--- config.mk ---
export PLATFORM = sky130hd
export DESIGN_NAME = multi_cycle_control_unit
export DESIGN_NICKNAME = d
export VERILOG_FILES = /design/src/rtl/mcpu_pkg.sv /design/src/rtl/op_class_decode.sv /design/src/rtl/multi_cycle_control_unit.sv
export SDC_FILE = /design/constraint.sdc
export NUM_CORES = 1
export LEC_CHECK = 0
export CAP_MARGIN = 30
export CORE_MARGIN = 1.5
export CORE_UTILIZATION = 53
export DETAILED_ROUTE_END_ITERATION = 7
export PLACE_DENSITY = 0.92
export SKIP_LAST_GASP = 1
export SYNTH_ARGS = -nofsm -noshare
export SYNTH_HDL_FRONTEND = slang
export SYNTH_SLANG_ARGS = --single-unit
--- constraint.sdc ---
create_clock -name CLK -period 4.63 [get_ports CLK]
set_input_delay 1.389 -clock CLK [delete_from_list [all_inputs] [get_ports CLK]]
set_output_delay 1.389 -clock CLK [all_outputs]
set_load 0.02 [all_outputs]
--- src/rtl/mcpu_pkg.sv ---
// Shared definitions for the multi-cycle MIPS control unit.
// Holds opcode and ALU function codes, FSM state encodings and the
// opcode classes produced by op_class_decode.
package mcpu_pkg;

  // Opcodes (IR[31:26])
  localparam logic [5:0] OpAdd   = 6'b000000;
  localparam logic [5:0] OpSub   = 6'b000001;
  localparam logic [5:0] OpAddiu = 6'b000010;
  localparam logic [5:0] OpAnd   = 6'b010000;
  localparam logic [5:0] OpAndi  = 6'b010001;
  localparam logic [5:0] OpOri   = 6'b010010;
  localparam logic [5:0] OpXori  = 6'b010011;
  localparam logic [5:0] OpSll   = 6'b011000;
  localparam logic [5:0] OpSlti  = 6'b100110;
  localparam logic [5:0] OpSw    = 6'b110000;
  localparam logic [5:0] OpLw    = 6'b110001;
  localparam logic [5:0] OpBeq   = 6'b110100;
  localparam logic [5:0] OpBne   = 6'b110101;
  localparam logic [5:0] OpBltz  = 6'b110110;
  localparam logic [5:0] OpJ     = 6'b111000;
  localparam logic [5:0] OpJr    = 6'b111001;
  localparam logic [5:0] OpJal   = 6'b111010;
  localparam logic [5:0] OpHalt  = 6'b111111;

  // ALU function codes
  localparam logic [2:0] AluAdd  = 3'b000;
  localparam logic [2:0] AluSub  = 3'b001;
  localparam logic [2:0] AluSll  = 3'b010;
  localparam logic [2:0] AluOr   = 3'b011;
  localparam logic [2:0] AluAnd  = 3'b100;
  localparam logic [2:0] AluSltu = 3'b101;
  localparam logic [2:0] AluSlt  = 3'b110;
  localparam logic [2:0] AluXor  = 3'b111;

  typedef enum logic [3:0] {
    StIf    = 4'd0,
    StId    = 4'd1,
    StExeAl = 4'd2,
    StWbAl  = 4'd3,
    StExeBr = 4'd4,
    StExeLs = 4'd5,
    StMem   = 4'd6,
    StWbLd  = 4'd7,
    StHalt  = 4'd8
  } state_e;

  // Branches are kept separate so EXE_BR can pick its taken condition.
  typedef enum logic [3:0] {
    ClsAlu     = 4'd0,
    ClsBeq     = 4'd1,
    ClsBne     = 4'd2,
    ClsBltz    = 4'd3,
    ClsSw      = 4'd4,
    ClsLw      = 4'd5,
    ClsJ       = 4'd6,
    ClsJal     = 4'd7,
    ClsJr      = 4'd8,
    ClsHalt    = 4'd9,
    ClsIllegal = 4'd10
  } op_class_e;

endpackage

--- src/rtl/op_class_decode.sv ---
// Combinational opcode decoder.
// Ports:
//   i_op          opcode IR[31:26]
//   o_cls         instruction class (op_class_e encoding)
//   o_alu_op      ALU function for the execute phase
//   o_alu_src_a   1 = shamt as ALU operand A (sll)
//   o_alu_src_b   1 = extended immediate as ALU operand B
//   o_ext_sel     1 = sign-extend, 0 = zero-extend
//   o_reg_dst     10 = rd (R-type), 01 = rt (I-type / lw)
module op_class_decode
  import mcpu_pkg::*;
(
  input  logic [5:0] i_op,
  output logic [3:0] o_cls,
  output logic [2:0] o_alu_op,
  output logic       o_alu_src_a,
  output logic       o_alu_src_b,
  output logic       o_ext_sel,
  output logic [1:0] o_reg_dst
);

  op_class_e w_cls;

  always_comb begin
    w_cls       = ClsIllegal;
    o_alu_op    = AluAdd;
    o_alu_src_a = 1'b0;
    o_alu_src_b = 1'b0;
    o_ext_sel   = 1'b1;
    o_reg_dst   = 2'b00;
    case (i_op)
      OpAdd:   begin w_cls = ClsAlu; o_alu_op = AluAdd; o_reg_dst = 2'b10; end
      OpSub:   begin w_cls = ClsAlu; o_alu_op = AluSub; o_reg_dst = 2'b10; end
      OpAnd:   begin w_cls = ClsAlu; o_alu_op = AluAnd; o_reg_dst = 2'b10; end
      OpSll: begin
        w_cls       = ClsAlu;
        o_alu_op    = AluSll;
        o_alu_src_a = 1'b1;
        o_reg_dst   = 2'b10;
      end
      OpAddiu: begin
        w_cls = ClsAlu; o_alu_op = AluAdd; o_alu_src_b = 1'b1; o_reg_dst = 2'b01;
      end
      OpAndi: begin
        w_cls = ClsAlu; o_alu_op = AluAnd; o_alu_src_b = 1'b1; o_ext_sel = 1'b0;
        o_reg_dst = 2'b01;
      end
      OpOri: begin
        w_cls = ClsAlu; o_alu_op = AluOr; o_alu_src_b = 1'b1; o_ext_sel = 1'b0;
        o_reg_dst = 2'b01;
      end
      OpXori: begin
        w_cls = ClsAlu; o_alu_op = AluXor; o_alu_src_b = 1'b1; o_ext_sel = 1'b0;
        o_reg_dst = 2'b01;
      end
      OpSlti: begin
        w_cls = ClsAlu; o_alu_op = AluSlt; o_alu_src_b = 1'b1; o_reg_dst = 2'b01;
      end
      OpSw:    begin w_cls = ClsSw; o_alu_src_b = 1'b1; end
      OpLw:    begin w_cls = ClsLw; o_alu_src_b = 1'b1; o_reg_dst = 2'b01; end
      OpBeq:   begin w_cls = ClsBeq;  o_alu_op = AluSub; end
      OpBne:   begin w_cls = ClsBne;  o_alu_op = AluSub; end
      OpBltz:  begin w_cls = ClsBltz; o_alu_op = AluSub; end
      OpJ:     w_cls = ClsJ;
      OpJal:   w_cls = ClsJal;
      OpJr:    w_cls = ClsJr;
      OpHalt:  w_cls = ClsHalt;
      default: w_cls = ClsIllegal;
    endcase
  end

  assign o_cls = w_cls;

endmodule

--- src/rtl/multi_cycle_control_unit.sv ---
// Multi-cycle sequencer for the MIPS datapath. Splits each instruction into
// IF/ID/EXE/MEM/WB states, drives datapath selects and write enables, and
// counts retired instructions (PCWre pulses).
// Ports:
//   CLK, Reset     clock; asynchronous active-high reset
//   Op             IR[31:26]; Zero/Sign ALU flags for branches
//   PCWre..ALUOp   datapath enables and selects (combinational)
//   State          current FSM state; Illegal pulses on an undefined opcode
//   InsCount       retired-instruction count, wraps modulo 2^CNT_W
module multi_cycle_control_unit
  import mcpu_pkg::*;
#(
  parameter int unsigned CNT_W = 32
) (
  input  logic             CLK,
  input  logic             Reset,
  input  logic [5:0]       Op,
  input  logic             Zero,
  input  logic             Sign,
  output logic             PCWre,
  output logic             IRWre,
  output logic             InsMemRW,
  output logic             ALUSrcA,
  output logic             ALUSrcB,
  output logic             ExtSel,
  output logic [1:0]       RegDst,
  output logic             WrRegDSrc,
  output logic             DBDataSrc,
  output logic             RegWre,
  output logic             mRD,
  output logic             mWR,
  output logic [1:0]       PCSrc,
  output logic [2:0]       ALUOp,
  output logic [3:0]       State,
  output logic             Illegal,
  output logic [CNT_W-1:0] InsCount
);

  state_e           r_state, w_state_d;
  logic [CNT_W-1:0] r_ins_count;

  logic [3:0] w_cls_raw;
  op_class_e  w_cls;
  logic [2:0] w_dec_alu_op;
  logic       w_dec_src_a, w_dec_src_b, w_dec_ext;
  logic [1:0] w_dec_reg_dst;

  op_class_decode u_decode (
    .i_op        (Op),
    .o_cls       (w_cls_raw),
    .o_alu_op    (w_dec_alu_op),
    .o_alu_src_a (w_dec_src_a),
    .o_alu_src_b (w_dec_src_b),
    .o_ext_sel   (w_dec_ext),
    .o_reg_dst   (w_dec_reg_dst)
  );

  assign w_cls = op_class_e'(w_cls_raw);

  logic       w_pc_wre, w_ir_wre, w_ins_mem_rw, w_src_a, w_src_b, w_ext_sel;
  logic [1:0] w_reg_dst, w_pc_src;
  logic       w_wr_reg_d_src, w_db_data_src, w_reg_wre, w_m_rd, w_m_wr, w_illegal;
  logic [2:0] w_alu_op;
  logic       w_taken;

  always_comb begin
    unique case (w_cls)
      ClsBeq:  w_taken = Zero;
      ClsBne:  w_taken = ~Zero;
      ClsBltz: w_taken = Sign;
      default: w_taken = 1'b0;
    endcase
  end

  always_comb begin
    w_state_d      = r_state;
    w_pc_wre       = 1'b0;
    w_ir_wre       = 1'b0;
    w_ins_mem_rw   = 1'b0;
    w_src_a        = 1'b0;
    w_src_b        = 1'b0;
    w_ext_sel      = 1'b0;
    w_reg_dst      = 2'b00;
    w_wr_reg_d_src = 1'b0;
    w_db_data_src  = 1'b0;
    w_reg_wre      = 1'b0;
    w_m_rd         = 1'b0;
    w_m_wr         = 1'b0;
    w_pc_src       = 2'b00;
    w_alu_op       = AluAdd;
    w_illegal      = 1'b0;
    case (r_state)
      StIf: begin
        w_ins_mem_rw = 1'b1;
        w_ir_wre     = 1'b1;
        w_state_d    = StId;
      end
      StId: begin
        case (w_cls)
          ClsJ: begin
            w_pc_src = 2'b11; w_pc_wre = 1'b1; w_state_d = StIf;
          end
          ClsJal: begin
            w_pc_src       = 2'b11;
            w_pc_wre       = 1'b1;
            w_reg_wre      = 1'b1;
            w_reg_dst      = 2'b00;
            w_wr_reg_d_src = 1'b0;
            w_state_d      = StIf;
          end
          ClsJr: begin
            w_pc_src = 2'b10; w_pc_wre = 1'b1; w_state_d = StIf;
          end
          ClsHalt:                w_state_d = StHalt;
          ClsBeq, ClsBne, ClsBltz: w_state_d = StExeBr;
          ClsSw, ClsLw:           w_state_d = StExeLs;
          ClsAlu:                 w_state_d = StExeAl;
          default: begin
            // Undefined opcode retires as a nop.
            w_illegal = 1'b1; w_pc_wre = 1'b1; w_state_d = StIf;
          end
        endcase
      end
      StExeAl, StWbAl: begin
        // ALU selects stay stable across both phases so the result holds for WB.
        w_alu_op  = w_dec_alu_op;
        w_src_a   = w_dec_src_a;
        w_src_b   = w_dec_src_b;
        w_ext_sel = w_dec_ext;
        w_reg_dst = w_dec_reg_dst;
        if (r_state == StExeAl) begin
          w_state_d = StWbAl;
        end else begin
          w_reg_wre      = 1'b1;
          w_wr_reg_d_src = 1'b1;
          w_pc_wre       = 1'b1;
          w_state_d      = StIf;
        end
      end
      StExeBr: begin
        w_alu_op  = AluSub;
        w_pc_wre  = 1'b1;
        w_pc_src  = w_taken ? 2'b01 : 2'b00;
        w_state_d = StIf;
      end
      StExeLs, StMem, StWbLd: begin
        // Address computation held through the memory phases.
        w_alu_op  = AluAdd;
        w_src_b   = 1'b1;
        w_ext_sel = 1'b1;
        if (r_state == StExeLs) begin
          w_state_d = StMem;
        end else if (r_state == StMem) begin
          if (w_cls == ClsLw) begin
            w_m_rd    = 1'b1;
            w_state_d = StWbLd;
          end else begin
            w_m_wr    = 1'b1;
            w_pc_wre  = 1'b1;
            w_state_d = StIf;
          end
        end else begin
          w_m_rd         = 1'b1;
          w_db_data_src  = 1'b1;
          w_reg_dst      = 2'b01;
          w_reg_wre      = 1'b1;
          w_wr_reg_d_src = 1'b1;
          w_pc_wre       = 1'b1;
          w_state_d      = StIf;
        end
      end
      StHalt:  w_state_d = StHalt;
      default: w_state_d = StIf;
    endcase
  end

  // Reset gates every output so an in-flight write is dropped immediately.
  always_comb begin
    PCWre     = Reset ? 1'b0 : w_pc_wre;
    IRWre     = Reset ? 1'b0 : w_ir_wre;
    InsMemRW  = Reset ? 1'b0 : w_ins_mem_rw;
    ALUSrcA   = Reset ? 1'b0 : w_src_a;
    ALUSrcB   = Reset ? 1'b0 : w_src_b;
    ExtSel    = Reset ? 1'b0 : w_ext_sel;
    RegDst    = Reset ? 2'b00 : w_reg_dst;
    WrRegDSrc = Reset ? 1'b0 : w_wr_reg_d_src;
    DBDataSrc = Reset ? 1'b0 : w_db_data_src;
    RegWre    = Reset ? 1'b0 : w_reg_wre;
    mRD       = Reset ? 1'b0 : w_m_rd;
    mWR       = Reset ? 1'b0 : w_m_wr;
    PCSrc     = Reset ? 2'b00 : w_pc_src;
    ALUOp     = Reset ? 3'b000 : w_alu_op;
    Illegal   = Reset ? 1'b0 : w_illegal;
  end

  always_ff @(posedge CLK or posedge Reset) begin
    if (Reset) begin
      r_state     <= StIf;
      r_ins_count <= '0;
    end else begin
      r_state <= w_state_d;
      if (w_pc_wre) begin
        r_ins_count <= r_ins_count + CNT_W'(1);
      end
    end
  end

  assign State    = r_state;
  assign InsCount = r_ins_count;

endmodule

==> flow_summary.ini, run 1 <==
[logic_synthesis]
ys.flop_type = dfrtp_1
synth-seq-area-share = 0.3589
synth_fp_nets = 304
syn-cell-area_um2 = 2510
synth_top_area_frac = 0.3589
yosysUniqueCellTypes = 52
syn_area_per_cell_um2 = 8.566
async_reset_ff_frac = 1.000
synth_edf_count = 0
synthTopCellsByCount = dfrtp_1 (36), nand2_1 (29), nor2_1 (24)
synth_top_cell_by_area = dfrtp_1
yosysMostFrequentCell = dfrtp_1
ys_ff_latch = 36
ys_warn_count = 0
synth_cells = 293
synthTopCellsByArea = dfrtp_1 (36%), xnor2_1 (6.3%), xor2_1 (4.9%)

[place]
dp_hpwl_um = 5365
dp.cells = 425
port_buffers = 64
gp_congestion = 0.9107

[timing]
finalCriticalPeriod_ns = 4.614
worst_pin_slew_ns = 0.6101
maxSlewHeadroom = 0.5901
fin_crit_sh = 0.9965
slew_violations = 0
setup-violations-final = 0
final.setup.tns_ns = 0
finClkSkew_ns = 0.01166
max_freq_mhz = 216.7
hold_violations = 0
whs_ns = 0.4855

[power]
power_leakage_nw = 1.472
powerDensity_nw_per_um2 = 364.5
peakVddDrop_v = 0.0003541

[global_routing]
globalRouteOverflowTotal = 0
grt_pass1_wl_um = 12540
grt_use_total = 0.3135
antenna_found_initial = 0
grt_max_degree = 30
grt_pass1_vias = 2560

[routing]
drt_pass1_iterations = 7
wire_per_inst_um = 18.37
drc_errors = 4
drt-total-wl_um = 7992
dr_total_vias = 2759
antenna_left = 0
drt_first_iter_violations = 409
vias_per_cell = 6.343

[final_layout]
layout.nets = 393
antenna_cells = 0
drive_gt1_frac = 0.2089
area_growth_pct = 42.17
final_util = 0.8029
fillerInstances = 275
final_cells = 435

[clocking]
cts_buffer_depth = 2
hold_buffers = 0
cts_sinks = 36
numCtsBuffers = 5
htree_levels = 2
clk_pin_slew_ns = 0.07
clk_latency_ns = 0.30
cts_tree = done
clockRootBuffer = clkbuf_8

[critical_path]
crit_type = primary input to output pin
endpoint_kind = output pin
worst_ep_required_time_ns = 3.24
critPathArrivalTime_ns = 3.22
cp-start-kind = primary input
path_max_fanout = 3

[floorplanning]
die_area_um2 = 5157
die_h_um = 71.82
die_w_um = 71.82
start_util = 0.5648
ios = 65
coreArea_um2 = 4444
num_rows = 24

[outcome]
violations = DRC
status = finished, violations left

[flow_run]
maxCapViolCount = 0

[worst_hold_path]
hold_class = flip-flop to flip-flop
-- cells in the final DEF (no fill, tap or decap), drive strengths merged, types with 7 or more instances in the layout --
master	Yosys	routed
dlygate4sd2	0	7
buf	8	38
and4	7	7
clkdlybuf4s50	0	44
nand2	29	29
nand4	8	8
nor2	24	24
nor3	20	20
a21oi	16	16
xor2	14	14
and3	10	10
xnor2	18	18
nand3	18	18
dfrtp	36	36
o21ai	11	11
-- kinds of logic after synthesis --
group                      count (synthesis)  share of synthesized area
DFF                                       36                     0.3589
and+or+nand+nor                          150                     0.3365
buffers and inverters                     24                    0.04187
muxes                                      1                   0.004486
adders and majority gates                  1                   0.004984
xor gates and xnor gates                  32                     0.1117
AOI/OAI and AO/OA                         49                     0.1416
-- what timing repair did --
item / 4_1_cts / 5_1_grt
gates resized for setup: 38 / 19
setup buffers: 0 / 2
pin swaps: 0 / 5
setup endpoints to repair: 15 / 13
-- per-layer routing --
| layer | GRT usage | vias up | share of wire | routed length (um) |
|---|---|---|---|---|
| met2 | 0.5319 | 173 | 0.49 | 3941 |
| met1 | 0.3936 | 1326 | 0.40 | 3165 |
| met4 | 0.1153 | 0 | 0.029 | 231 |
| met5 | 0 | - | 0 | 0 |
| li1 | - | 1231 | - | - |
| met3 | 0.06751 | 29 | 0.082 | 654 |
-- area by class of cell --
cell class / count / area [um2] / area share
clock buffers: 6 / 72.57 / 0.02034
clock inverters: 2 / 35.03 / 0.009818
flip-flops and latches: 36 / 900.9 / 0.2525
multi-input cells: 233 / 1549 / 0.4341
repair buffers: 100 / 923.4 / 0.2588
inverters: 6 / 22.52 / 0.006311
well taps: 52 / 65.06 / 0.01823
-- stage by stage --
step	total power, W	instance area [um2]	setup WS (ns)
final	0.001301	3568	0.01603
after floorplan	0.0007878	2510	0.07484
after global placement	0.0009807	3388	-0.5242
after global routing	0.001359	3568	-0.03375
after detailed placement	0.001007	3388	-0.5950
after CTS	0.001282	3506	-0.2927
-- critical path, cell delays in order --
cell and delay, ns:
clkdlybuf4s50_1 0.51, nor4bb_4 0.40, buf_4 0.19, nand2_1 0.07, a211oi_1 0.28, dlygate4sd1_1 0.37
-- registers in the layout (all words and copies together), names as in the netlist --
register,cells
InsCount,32
State,4
-- where the power goes --
part / switching [W] / total, W / leakage [nW] / internal [W]
logic: 0.000347 / 0.000586 / 0.984 / 0.000239
clock network: 0.000122 / 0.000282 / 0.0552 / 0.000160
registers: 0.0000776 / 0.000433 / 0.433 / 0.000356
-- worst paths after layout --
path	end	slack, ns	startpoint	cells after the start
max	mRD	0.02	Op[5]	6
min	InsCount[31]	0.49	InsCount[31]	1
max reg2reg	InsCount[30]	2.05	State[1]	6
min reg2reg	InsCount[31]	0.49	InsCount[31]	1
max in group asynchronous	InsCount[31]	2.44	Reset	4
min in group asynchronous	State[1]	1.52	Reset	3
No activity file was read; power rests on OpenSTA's default activity.
==> run 2, diff against run 1 <==
--- a/config.mk
+++ b/config.mk
@@ -6,7 +6,7 @@
 export NUM_CORES = 1
 export LEC_CHECK = 0
 export CAP_MARGIN = 30
-export CORE_MARGIN = 1.5
+export CORE_MARGIN = 5
 export CORE_UTILIZATION = 53
 export DETAILED_ROUTE_END_ITERATION = 7
 export PLACE_DENSITY = 0.92
==> run 2 against run 1 <==
Net effect: the run now ends clean; first-iteration DRC count shrank 43%; hold slack gained 0.016 ns; register-to-register slack gained 0.19 ns; clock power shrank 27%; critical path depth grew 2; power shrank 6.6%; clock-buffer cell count is the same; via count shrank 5.0%; fmax grew 1.2%; final cell count grew 0.92%; setup slack gained 0.054 ns; global-route usage shrank 5.4 points.
==> flow_summary.ini, run 2 (same netlist as run 1, synthesis figures left out) <==
[critical_path]
cp-start-kind = primary input
crit_chain = clkdlybuf4s50_1, or3b_1, a21oi_2, o21ai_2, a211oi_2, nor3_1, o32ai_2, buf_4
critPathArrivalTime_ns = 3.17
crit_type = primary input to output pin
endpoint_kind = output pin
cpPeakStageDelay_ns = 0.41
cp_slowest_cell = clkdlybuf4s50_1
path_max_fanout = 4
worst_ep_required_time_ns = 3.24

[timing]
slew_violations = 0
hold_violations = 0
finalCriticalPeriod_ns = 4.560
finClkSkew_ns = 0.005143
worst_pin_slew_ns = 0.6091
max_freq_mhz = 219.3
whs_ns = 0.5015
fin_crit_sh = 0.9849
setup-violations-final = 0
setup_slack_ns = 0.07011
rsz0062_at_grt = yes
maxSlewHeadroom = 0.5908

[routing]
drt-total-wl_um = 7732
vias_per_cell = 5.973
dr_total_vias = 2622
drt_pass1_iterations = 5
antenna_left = 0
drc_errors = 0
drt_first_iter_violations = 234
wire_per_inst_um = 17.61

[floorplanning]
die_w_um = 78.82
coreArea_um2 = 4661
start_util = 0.5385
die_area_um2 = 6212
num_rows = 25
die_h_um = 78.82
ios = 65

[global_routing]
grt_use_total = 0.2594
grt_pass1_wl_um = 12900
grt_max_degree = 35
globalRouteOverflowTotal = 0
grt_pass1_vias = 2582
antenna_found_initial = 0

[power]
powerDensity_nw_per_um2 = 344.5
power_leakage_nw = 1.482
peakVddDrop_v = 0.0002217

[final_layout]
layout.nets = 396
drive_gt1_frac = 0.1922
area_growth_pct = 40.48
fillerInstances = 342
largest_reg_flops = 32
antenna_cells = 0
final_cells = 439
final_common_cell = clkdlybuf4s50_1
final_util = 0.7565
final_cell_mix = clkdlybuf4s50_1 (43), buf_4 (38), dfrtp_1 (36)

[clocking]
clk_latency_ns = 0.28
htree_levels = 2
clk_pin_slew_ns = 0.06
cts_tree = done
cts_buffer_depth = 2
cts_sinks = 36
clockRootBuffer = clkbuf_8
numCtsBuffers = 5

[worst_hold_path]
hold_class = flip-flop to flip-flop

[place]
gp_congestion = 0.9173
dp_hpwl_um = 5561
port_buffers = 64
pre_cts_slack_ns = -0.6351
dp.cells = 428

[outcome]
status = finished clean

[flow_run]
maxCapViolCount = 0
[run 2: cell types whose count changed in the layout (fill, tap and decap cells not counted), sizes merged]
cell / before / now
buf: 38 / 40
dlygate4sd2: 7 / 13
dlygate4sd1: 2 / 0
bufinv: 1 / 0
clkbuf: 6 / 7
clkdlybuf4s50: 44 / 43
clkdlybuf4s15: 5 / 3
dlymetal6s2s: 4 / 3
[run 2: path summary, 6_finish.rpt]
path | start | to | slack [ns] | depth (start not counted)
worst max-delay path | Op[1] | PCSrc[0] | 0.07 | 8
worst min-delay path | InsCount[19] | InsCount[19] | 0.50 | 1
worst max register to register | State[2] | InsCount[24] | 2.24 | 6
worst min register to register | InsCount[19] | InsCount[19] | 0.50 | 1
max in group asynchronous | Reset | State[3] | 2.56 | 4
min in group asynchronous | Reset | State[2] | 1.47 | 3
[run 2: final cells by class]
class | count | area [um2] | share of cell area
multi-input cells | 233 | 1530 | 0.4340
repair buffers | 103 | 927.1 | 0.2630
flip-flops and latches | 36 | 900.9 | 0.2555
clock buffers | 6 | 72.57 | 0.02058
well taps | 54 | 67.56 | 0.01916
inverters | 6 | 22.52 | 0.006388
clock inverters | 1 | 5.005 | 0.001419
[run 2: worst max-delay path: cells and delay by family]
family | cells | cell delay [ns]
AO/OA/AOI/OAI | 4 | 0.72
buffers and inverters | 2 | 0.59
AND/OR/NAND/NOR | 2 | 0.47
[run 2: report_power, final]
group	leakage (nW)	switching, W	internal, W
logic	1.01	0.000342	0.000238
clock network	0.0410	0.000102	0.000102
registers	0.433	0.0000741	0.000356
[run 2: layer usage]
layer / part of all wire / wire length [um] / vias to the layer above / GRT usage
met3: 0.046 / 353 / 16 / 0.03741
met1: 0.43 / 3291 / 1280 / 0.3435
li1: - / - / 1231 / -
met4: 0.016 / 127 / 0 / 0.06873
met5: 0 / 0 / - / 0
met2: 0.51 / 3959 / 95 / 0.4457
[run 2: what timing repair did]
item / in CTS / in global routing
setup buffers: 4 / 0
gates cloned: 0 / 0
gates resized for setup: 28 / 15
endpoints found under the setup margin: 15 / 12
pin swaps: 2 / 2
hold buffers: 0 / 0
[run 2: through the flow]
step | TNS, ns | total power (W) | cell area, um2
after global placement | -3.954 | 0.0009891 | 3398
after floorplan | 0 | 0.0007878 | 2510
final | 0 | 0.001215 | 3526
after detailed placement | -4.594 | 0.001011 | 3398
after global routing | -0.09739 | 0.001283 | 3526
after CTS | -0.2743 | 0.001213 | 3500
